==> src/rtl/vga_timing_gen.sv <==
// Programmable VGA timing generator and pixel output stage in the clk_v domain.
// Optional colour-bar self test is built only when VGA_TIMING_TEST_PATTERN_EN is defined.
module vga_timing_gen #(
  parameter int CNT_WIDTH   = 12,
  parameter int COLOR_WIDTH = 4
) (
  input  logic                     clk_v,
  input  logic                     rst_v,
  input  logic                     enable_i,
  input  logic                     cfg_valid_i,
  input  logic [CNT_WIDTH-1:0]     hsync_end_i,
  input  logic [CNT_WIDTH-1:0]     hpulse_end_i,
  input  logic [CNT_WIDTH-1:0]     hdata_begin_i,
  input  logic [CNT_WIDTH-1:0]     hdata_end_i,
  input  logic [CNT_WIDTH-1:0]     vsync_end_i,
  input  logic [CNT_WIDTH-1:0]     vpulse_end_i,
  input  logic [CNT_WIDTH-1:0]     vdata_begin_i,
  input  logic [CNT_WIDTH-1:0]     vdata_end_i,
  input  logic                     hsync_pol_i,
  input  logic                     vsync_pol_i,
  input  logic                     self_test_i,
  input  logic [3*COLOR_WIDTH-1:0] data_i,
  output logic                     data_req_o,
  output logic [COLOR_WIDTH-1:0]   red_o,
  output logic [COLOR_WIDTH-1:0]   green_o,
  output logic [COLOR_WIDTH-1:0]   blue_o,
  output logic                     hsync_o,
  output logic                     vsync_o,
  output logic                     blank_o,
  output logic                     frame_start_o,
  output logic                     line_start_o,
  output logic                     cfg_err_o,
  output logic [CNT_WIDTH-1:0]     hcnt_o,
  output logic [CNT_WIDTH-1:0]     vcnt_o
);

  typedef enum logic [0:0] {
    ST_IDLE = 1'b0,
    ST_RUN  = 1'b1
  } state_e;

  typedef struct packed {
    logic [CNT_WIDTH-1:0] h_total;
    logic [CNT_WIDTH-1:0] h_pulse;
    logic [CNT_WIDTH-1:0] h_dbeg;
    logic [CNT_WIDTH-1:0] h_dend;
    logic [CNT_WIDTH-1:0] v_total;
    logic [CNT_WIDTH-1:0] v_pulse;
    logic [CNT_WIDTH-1:0] v_dbeg;
    logic [CNT_WIDTH-1:0] v_dend;
    logic                 h_pol;
    logic                 v_pol;
  } cfg_t;

  function automatic logic cfg_ok(input cfg_t c);
    return (c.h_pulse < c.h_dbeg) && (c.h_dbeg < c.h_dend) && (c.h_dend <= c.h_total) &&
           (c.v_pulse < c.v_dbeg) && (c.v_dbeg < c.v_dend) && (c.v_dend <= c.v_total);
  endfunction

  function automatic cfg_t cfg_default();
    cfg_t c;
    c.h_total = CNT_WIDTH'(800);
    c.h_pulse = CNT_WIDTH'(96);
    c.h_dbeg  = CNT_WIDTH'(144);
    c.h_dend  = CNT_WIDTH'(784);
    c.v_total = CNT_WIDTH'(525);
    c.v_pulse = CNT_WIDTH'(2);
    c.v_dbeg  = CNT_WIDTH'(35);
    c.v_dend  = CNT_WIDTH'(515);
    c.h_pol   = 1'b0;
    c.v_pol   = 1'b0;
    return c;
  endfunction

  state_e                 state_q, state_d;
  logic [CNT_WIDTH-1:0]   hcnt_q, hcnt_d;
  logic [CNT_WIDTH-1:0]   vcnt_q, vcnt_d;
  cfg_t                   cur_q, cur_d;
  cfg_t                   pend_q, pend_d;
  logic                   pend_vld_q, pend_vld_d;
  logic [COLOR_WIDTH-1:0] red_q, red_d;
  logic [COLOR_WIDTH-1:0] green_q, green_d;
  logic [COLOR_WIDTH-1:0] blue_q, blue_d;
  logic                   hsync_q, hsync_d;
  logic                   vsync_q, vsync_d;
  logic                   blank_q, blank_d;
  logic                   frame_start_q, frame_start_d;
  logic                   line_start_q, line_start_d;
  logic                   cfg_err_q, cfg_err_d;

  cfg_t                   cfg_in_s;
  logic                   cfg_in_ok_s;
  logic                   accept_s;
  logic                   load_s;
  logic                   run_s;
  logic                   h_last_s;
  logic                   v_last_s;
  logic                   frame_last_s;
  logic                   act_s;
  logic                   pattern_s;
  logic [2:0]             bar_s;

  // Gather the raw timing inputs into one candidate configuration.
  always_comb begin
    cfg_in_s.h_total = hsync_end_i;
    cfg_in_s.h_pulse = hpulse_end_i;
    cfg_in_s.h_dbeg  = hdata_begin_i;
    cfg_in_s.h_dend  = hdata_end_i;
    cfg_in_s.v_total = vsync_end_i;
    cfg_in_s.v_pulse = vpulse_end_i;
    cfg_in_s.v_dbeg  = vdata_begin_i;
    cfg_in_s.v_dend  = vdata_end_i;
    cfg_in_s.h_pol   = hsync_pol_i;
    cfg_in_s.v_pol   = vsync_pol_i;
  end

  // The cycle enable drops already behaves as idle, so outputs go inactive immediately.
  assign run_s        = (state_q == ST_RUN) && enable_i;
  assign h_last_s     = (hcnt_q == (cur_q.h_total - CNT_WIDTH'(1)));
  assign v_last_s     = (vcnt_q == (cur_q.v_total - CNT_WIDTH'(1)));
  assign frame_last_s = (state_q == ST_RUN) && h_last_s && v_last_s;
  assign act_s        = (hcnt_q >= cur_q.h_dbeg) && (hcnt_q < cur_q.h_dend) &&
                        (vcnt_q >= cur_q.v_dbeg) && (vcnt_q < cur_q.v_dend);
  assign cfg_in_ok_s  = cfg_ok(cfg_in_s);
  assign accept_s     = cfg_valid_i && cfg_in_ok_s;

`ifdef VGA_TIMING_TEST_PATTERN_EN
  assign pattern_s = self_test_i;
  assign bar_s     = 3'((hcnt_q - cur_q.h_dbeg) >> 3'd6);
`else
  logic unused_self_test_s;
  assign unused_self_test_s = self_test_i;
  assign pattern_s          = 1'b0;
  assign bar_s              = 3'd0;
`endif

  assign data_req_o = run_s && act_s && !pattern_s;
  assign hcnt_o     = hcnt_q;
  assign vcnt_o     = vcnt_q;

  // State and raster counters.
  always_comb begin
    state_d = ST_IDLE;
    hcnt_d  = '0;
    vcnt_d  = '0;
    case (state_q)
      ST_IDLE: state_d = enable_i ? ST_RUN : ST_IDLE;
      ST_RUN:  state_d = enable_i ? ST_RUN : ST_IDLE;
      default: state_d = ST_IDLE;
    endcase
    if (run_s) begin
      if (h_last_s) begin
        hcnt_d = '0;
        vcnt_d = v_last_s ? '0 : (vcnt_q + CNT_WIDTH'(1));
      end else begin
        hcnt_d = hcnt_q + CNT_WIDTH'(1);
        vcnt_d = vcnt_q;
      end
    end else begin
      hcnt_d = '0;
      vcnt_d = '0;
    end
  end

  // Shadow configuration: a same-cycle accepted config beats an older pending one.
  always_comb begin
    cur_d      = cur_q;
    pend_d     = pend_q;
    pend_vld_d = pend_vld_q;
    cfg_err_d  = cfg_valid_i && !cfg_in_ok_s;
    load_s     = ((state_q == ST_IDLE) && pend_vld_q) ||
                 (frame_last_s && (pend_vld_q || accept_s));
    if (accept_s) begin
      pend_d = cfg_in_s;
    end else begin
      pend_d = pend_q;
    end
    if (load_s) begin
      cur_d      = accept_s ? cfg_in_s : pend_q;
      pend_vld_d = 1'b0;
    end else if (accept_s) begin
      pend_vld_d = 1'b1;
    end else begin
      pend_vld_d = pend_vld_q;
    end
  end

  // Registered pixel, sync, blank and strobe outputs.
  always_comb begin
    hsync_d       = ~cur_q.h_pol;
    vsync_d       = ~cur_q.v_pol;
    blank_d       = 1'b0;
    red_d         = '0;
    green_d       = '0;
    blue_d        = '0;
    line_start_d  = 1'b0;
    frame_start_d = 1'b0;
    if (run_s) begin
      hsync_d       = (hcnt_q < cur_q.h_pulse) ? cur_q.h_pol : ~cur_q.h_pol;
      vsync_d       = (vcnt_q < cur_q.v_pulse) ? cur_q.v_pol : ~cur_q.v_pol;
      line_start_d  = (hcnt_q == '0);
      frame_start_d = (hcnt_q == '0) && (vcnt_q == '0);
      blank_d       = act_s;
      if (act_s && pattern_s) begin
        red_d   = {COLOR_WIDTH{bar_s[0]}};
        green_d = {COLOR_WIDTH{bar_s[1]}};
        blue_d  = {COLOR_WIDTH{bar_s[2]}};
      end else if (act_s) begin
        red_d   = data_i[3*COLOR_WIDTH-1:2*COLOR_WIDTH];
        green_d = data_i[2*COLOR_WIDTH-1:COLOR_WIDTH];
        blue_d  = data_i[COLOR_WIDTH-1:0];
      end else begin
        red_d   = '0;
        green_d = '0;
        blue_d  = '0;
      end
    end else begin
      blank_d = 1'b0;
    end
  end

  // All state, including reset defaults for the shadow configuration.
  always_ff @(posedge clk_v) begin
    if (rst_v) begin
      state_q       <= ST_IDLE;
      hcnt_q        <= '0;
      vcnt_q        <= '0;
      cur_q         <= cfg_default();
      pend_q        <= cfg_default();
      pend_vld_q    <= 1'b0;
      red_q         <= '0;
      green_q       <= '0;
      blue_q        <= '0;
      hsync_q       <= 1'b1;
      vsync_q       <= 1'b1;
      blank_q       <= 1'b0;
      frame_start_q <= 1'b0;
      line_start_q  <= 1'b0;
      cfg_err_q     <= 1'b0;
    end else begin
      state_q       <= state_d;
      hcnt_q        <= hcnt_d;
      vcnt_q        <= vcnt_d;
      cur_q         <= cur_d;
      pend_q        <= pend_d;
      pend_vld_q    <= pend_vld_d;
      red_q         <= red_d;
      green_q       <= green_d;
      blue_q        <= blue_d;
      hsync_q       <= hsync_d;
      vsync_q       <= vsync_d;
      blank_q       <= blank_d;
      frame_start_q <= frame_start_d;
      line_start_q  <= line_start_d;
      cfg_err_q     <= cfg_err_d;
    end
  end

  assign red_o         = red_q;
  assign green_o       = green_q;
  assign blue_o        = blue_q;
  assign hsync_o       = hsync_q;
  assign vsync_o       = vsync_q;
  assign blank_o       = blank_q;
  assign frame_start_o = frame_start_q;
  assign line_start_o  = line_start_q;
  assign cfg_err_o     = cfg_err_q;

endmodule

==> config.mk <==
export PLATFORM = sky130hd
export DESIGN_NAME = vga_timing_gen
export DESIGN_NICKNAME = d
export VERILOG_FILES = /design/src/rtl/vga_timing_gen.sv
export SDC_FILE = /design/constraint.sdc
export NUM_CORES = 1
export LEC_CHECK = 0
export CORE_MARGIN = 10
export CORE_UTILIZATION = 53
export DETAILED_ROUTE_END_ITERATION = 12
export PLACE_DENSITY_LB_ADDON = 0.3
export RECOVER_POWER = 100
export SYNTH_ARGS = -nofsm -noshare
export SYNTH_HDL_FRONTEND = slang
export SYNTH_SLANG_ARGS = --single-unit
export TNS_END_PERCENT = 1
==> constraint.sdc <==
create_clock -name clk_v -period 9.6 [get_ports clk_v]
set_input_delay 0.96 -clock clk_v [delete_from_list [all_inputs] [get_ports clk_v]]
set_output_delay 0.96 -clock clk_v [all_outputs]
set_load 0.01 [all_outputs]
Word-level counts from Yosys, hierarchy flattened
Cells that the tools add are included.
- bits in registers: 240
- input bits: 115
- output and inout bits: 43
- logic and storage cells: 89
- $add $sub $neg: 4
- order comparisons: 12
- equal/unequal tests: 2
- muxes and demuxes: 7
- bitwise gates (word level): 5
- reduce and logical (&&, ||, !) cells: 26
- operators with widths (kind ; count):
    $mux W98 ; 1
    $lt A12 B12 Y1 ; 8
    $add A12 B1 Y12 const B ; 2
    $eq A12 B12 Y1 ; 2
    $ge A12 B12 Y1 ; 2
    $le A12 B12 Y1 ; 2
    $logic_not A12 Y1 ; 2
    $sub A12 B1 Y12 const B ; 2
    $logic_and A1 B1 Y1 ; 17
    $mux W12 ; 1
    $reduce_or A3 Y1 ; 2
    $mux W1 ; 5
    $not A1 Y1 ; 5
    $reduce_or A2 Y1 ; 2
    $logic_or A1 B1 Y1 ; 2
    $logic_not A1 Y1 ; 1

Longest topological paths before layout
- depth after elaboration: 11
- gate-level depth with buffers: 15

Worst setup path after synthesis
No wires, ideal clock.
- path type: in2reg
- start: input port vsync_end_i[7]
- end: register cur_q[2] (netlist name)
- setup time: 136 ps
- arrival time: 3358 ps
- data required time: 9464 ps
- setup slack: 6105 ps
- stages: 13
- buffers on the path: 3
- cells stage by stage: inv_1 > ha_1 > a21oi_1 > o21ai_0 > a221oi_1 > a32o_1 > nor2b_1 > clkbuf_1 > clkbuf_1 > buf_1 > a21boi_0 > a211oi_1 > o22ai_1
- word-level cells in the longest chain between the ends: 6
- elaborated cells on any way between the ends: 7
- those cells by class: 1 x order compare; 1 x mux; 5 x reduce/logical
- ends and longest elaborated chain (element ; line ; RTL):
    start: declaration ; 15 ; input logic [CNT_WIDTH-1:0] vsync_end_i,
    $le A12 B12 Y1 * ; 57 ; (c.v_pulse < c.v_dbeg) && (c.v_dbeg < c.v_dend) && (c.v_dend <= c.v_total);
    $logic_and A1 B1 Y1 * ; 57 ;
    $logic_and A1 B1 Y1 * ; 125 ; assign accept_s = cfg_valid_i && cfg_in_ok_s;
    $logic_or A1 B1 Y1 ; 172 ; (frame_last_s && (pend_vld_q || accept_s));
    $logic_and A1 B1 Y1 ; 172 ;
    $logic_or A1 B1 Y1 ; 171 ; load_s = ((state_q == ST_IDLE) && pend_vld_q) ||
    end signal: assignment ; 228 ; cur_q <= cfg_default();
    end signal: assignment ; 244 ; cur_q <= cur_d;
    end: declaration ; 78 ; cfg_t cur_q, cur_d;
Mark *: on every way between the ends. The rest lies on a longest branch, timed or not.
A chain may end at the register's enable or synchronous reset.

Final worst setup path
- start: input port vsync_end_i[10]
- end: register cur_q[69] (netlist name)
The elaborated chain is that of the path after synthesis.

==> results.ini <==
[timing]
slew_headroom=-0.810
rsz0062_at_grt=no
setup_slack_ps=3130
fin_setup_tns_ps=0
skew_ps=23.5
fmaxAchievable_mhz=155
min_period_ps=6470
setup_viol=0
tightest_slew_ps=2720
final_max_slew_viol_count=133
finalCritPeriodShare=0.674
final_hold_viol_count=0
fin_hold_ws_ps=480

[floorplanning]
die_area_mm2=0.0306
die_w_um=175
rows=56
ios=158
coreArea_mm2=0.0235
initial_core_util=0.540
dieHeight_um=175

[yosys]
yosysWarnings=0
ys_types=62
synth_nets=1728
ys_top_cells_by_area=dfxtp_1, ha_1, o22a_1
async_flop_share=0
seq_area_frac_synth=0.378
synth_seq_cells=240
synth.avg_cell_area_um2=8.65
synth_flop_cell=dfxtp_1
postSynthCellCount=1471
netlist_top_cells_count=dfxtp_1, inv_1, ha_1, a21oi_1, o21ai_0
synth_most_common_cell=dfxtp_1
yosysTopAreaCell=dfxtp_1
synth_area_mm2=0.0127
synthDominantCellAreaShare=0.378
synth_edf_count=0

[drt]
num_vias=11400
drc_errors=0
dr.pass1.iters=5
drtIter0Drc=984
ant_nets=0
viasPerCell=5.97
wl_per_cell_um=20.1
wirelength_um=38300

[power]
pwr-share-seq=0.433
p_sw_mw=0.639
powerDensity_mw_per_mm2=160
p_total_mw=2.44
swShare=0.262
pwr-share-clk=0.416
p_int_mw=1.80
p_leak_nw=6.69
ir_drop_uv=171
p_comb_frac=0.151

[cts]
hold_buffers=0
cts_resized=0
cts_buffers=25
cts-root-buf=clkbuf_16
path_clk_slew_ps=60
clkLatencyLatePin_ps=530
cts.sinks=240
clock_path_buffers=3
h-tree-depth=1
cts_tree=built
postCtsSetupBuffers=0

[global_routing]
grt_first_pass_wirelength_um=60300
grt_max_degree=82
gr-total-overflow=0
grt_usage=0.241
antenna_found_initial=0
grt_pass1_vias=11100

[hold_path]
hp-start=cur_q[14]
hold_path_class=register to register

[cells_and_area]
finalCoreUtilization=0.646
nets=1830
final_cell_area_mm2=0.0152
post_layout_nonfiller_instances=1906
multi_input_area_mm2=0.00686
drive_gt1_frac=0.0391
fillCellCount=2031
seq_area_mm2=0.00480
antenna_cells=0
syn2layout_area_growth_pct=19.6

[placement]
portBuffers=156
place_hpwl_um=26800
globalplace.congestion=0.883
dpl_cell_area_mm2=0.0144
place_ws_ps=4420
dp_cells=1865

[critical_path]
crit_path_start_kind=primary input
crit_family=buffers and inverters
path_max_fanout=57
r2r_start=cur_q[86]
crit_buf_inv=4
cpMaxStageDelayCell=clkbuf_1
path_class=primary input to register
endpoint_kind=register
critPathLaunch=vsync_end_i[10]
required_ps=9960
crit_chain=dlygate4sd3_1 > inv_1 > ha_1 > a21oi_1 > nand2_1 > a221oi_1 > a32o_1 > nor2b_1 > buf_4 > clkbuf_1 > a21boi_0 > a211oi_1 > o22ai_2
reg2reg_slack_ps=4440
arrival_ps=6830
cpPeakStageDelay_ps=1960

[job]
drv_cap=3

[run_status]
violations=capacitance limit, slew limit
status=complete, but fails checks

-- area by class of cell --
| type | instances | area share |
|---|---|---|
| clock inverter | 10 | 0.0118 |
| timing repair buffer | 167 | 0.107 |
| inverter | 180 | 0.0444 |
| multi-input combinational | 959 | 0.451 |
| tap | 319 | 0.0262 |
| sequential | 240 | 0.316 |
| clock buffer | 31 | 0.0433 |
-- per-layer routing --
| layer | vias up | track usage | share of wire |
|---|---|---|---|
| li1 | 5409 | - | - |
| met1 | 5415 | 0.326 | 0.44 |
| met2 | 477 | 0.375 | 0.45 |
| met3 | 80 | 0.0496 | 0.085 |
| met4 | 0 | 0.0834 | 0.031 |
| met5 | - | 0 | 0 |
-- power by group through the flow --
stage / clock network, mW / registers, mW / logic, mW
CTS: 1.02 / 1.06 / 0.367
floorplan: 0 / 1.07 / 0.230
finish: 1.01 / 1.06 / 0.369
global route: 1.07 / 1.06 / 0.404
global placement: 0 / 1.08 / 0.357
detailed placement: 0 / 1.08 / 0.364
-- sequential cells by signal (all words and copies together) (netlist names) --
signal,count
line_start_o,1
hcnt_o,12
frame_start_o,1
pend_q,98
vcnt_o,12
red_o,4
state_q,1
cfg_err_o,1
blue_o,4
pend_vld_q,1
blank_o,1
cur_q,98
hsync_o,1
vsync_o,1
green_o,4
-- cell usage in the layout (no fill, tap or decap), types with 5 or more instances in the layout --
master           instances
nor2_1                  53
o22ai_1                 15
buf_4                    9
xnor2_1                 37
and3_1                   6
clkdlybuf4s50_1        109
o22a_1                  79
nor4_1                  20
a211oi_1                27
a21o_1                  25
nor2b_1                  8
clkbuf_1                 8
o21ai_0                 98
dlygate4sd3_1           46
a21boi_0                21
a211o_1                  6
nand4_1                 26
ha_1                   142
xor2_1                  17
nor3_1                  31
inv_1                  180
bufinv_16                5
a21oi_1                114
nand3_1                 93
clkbuf_16               25
nand2_1                 55
o22ai_2                  9
dfxtp_1                240
o211ai_1                 5
o21a_1                  10
nand2b_1                12
-- worst reg2reg max path, stage by stage (launching register included) --
cell,delay [ps]
dfxtp_1,390
inv_1,90
ha_1,230
or3b_1,460
nor4_1,290
a31oi_1,60
or3_1,330
a211o_1,450
nor4_1,790
o22a_1,810
buf_4,940
o22ai_1,200
-- final timing paths --
| kind | to | cells after the start |
|---|---|---|
| worst max-delay path | cur_q[69] | 13 |
| worst min-delay path | cur_q[14] | 2 |
| worst max register to register | cur_q[11] | 11 |
| worst min register to register | cur_q[14] | 2 |
-- cells by family after synthesis --
kind of cell	after synthesis	share of synthesized area
xor+xnor	54	0.0372
buf+inv	272	0.0835
mux	4	0.00325
compound gates	433	0.227
fa+ha+maj	142	0.140
simple gates	326	0.132
flops	240	0.378
Note: power is estimated with default switching activity, not from simulation.
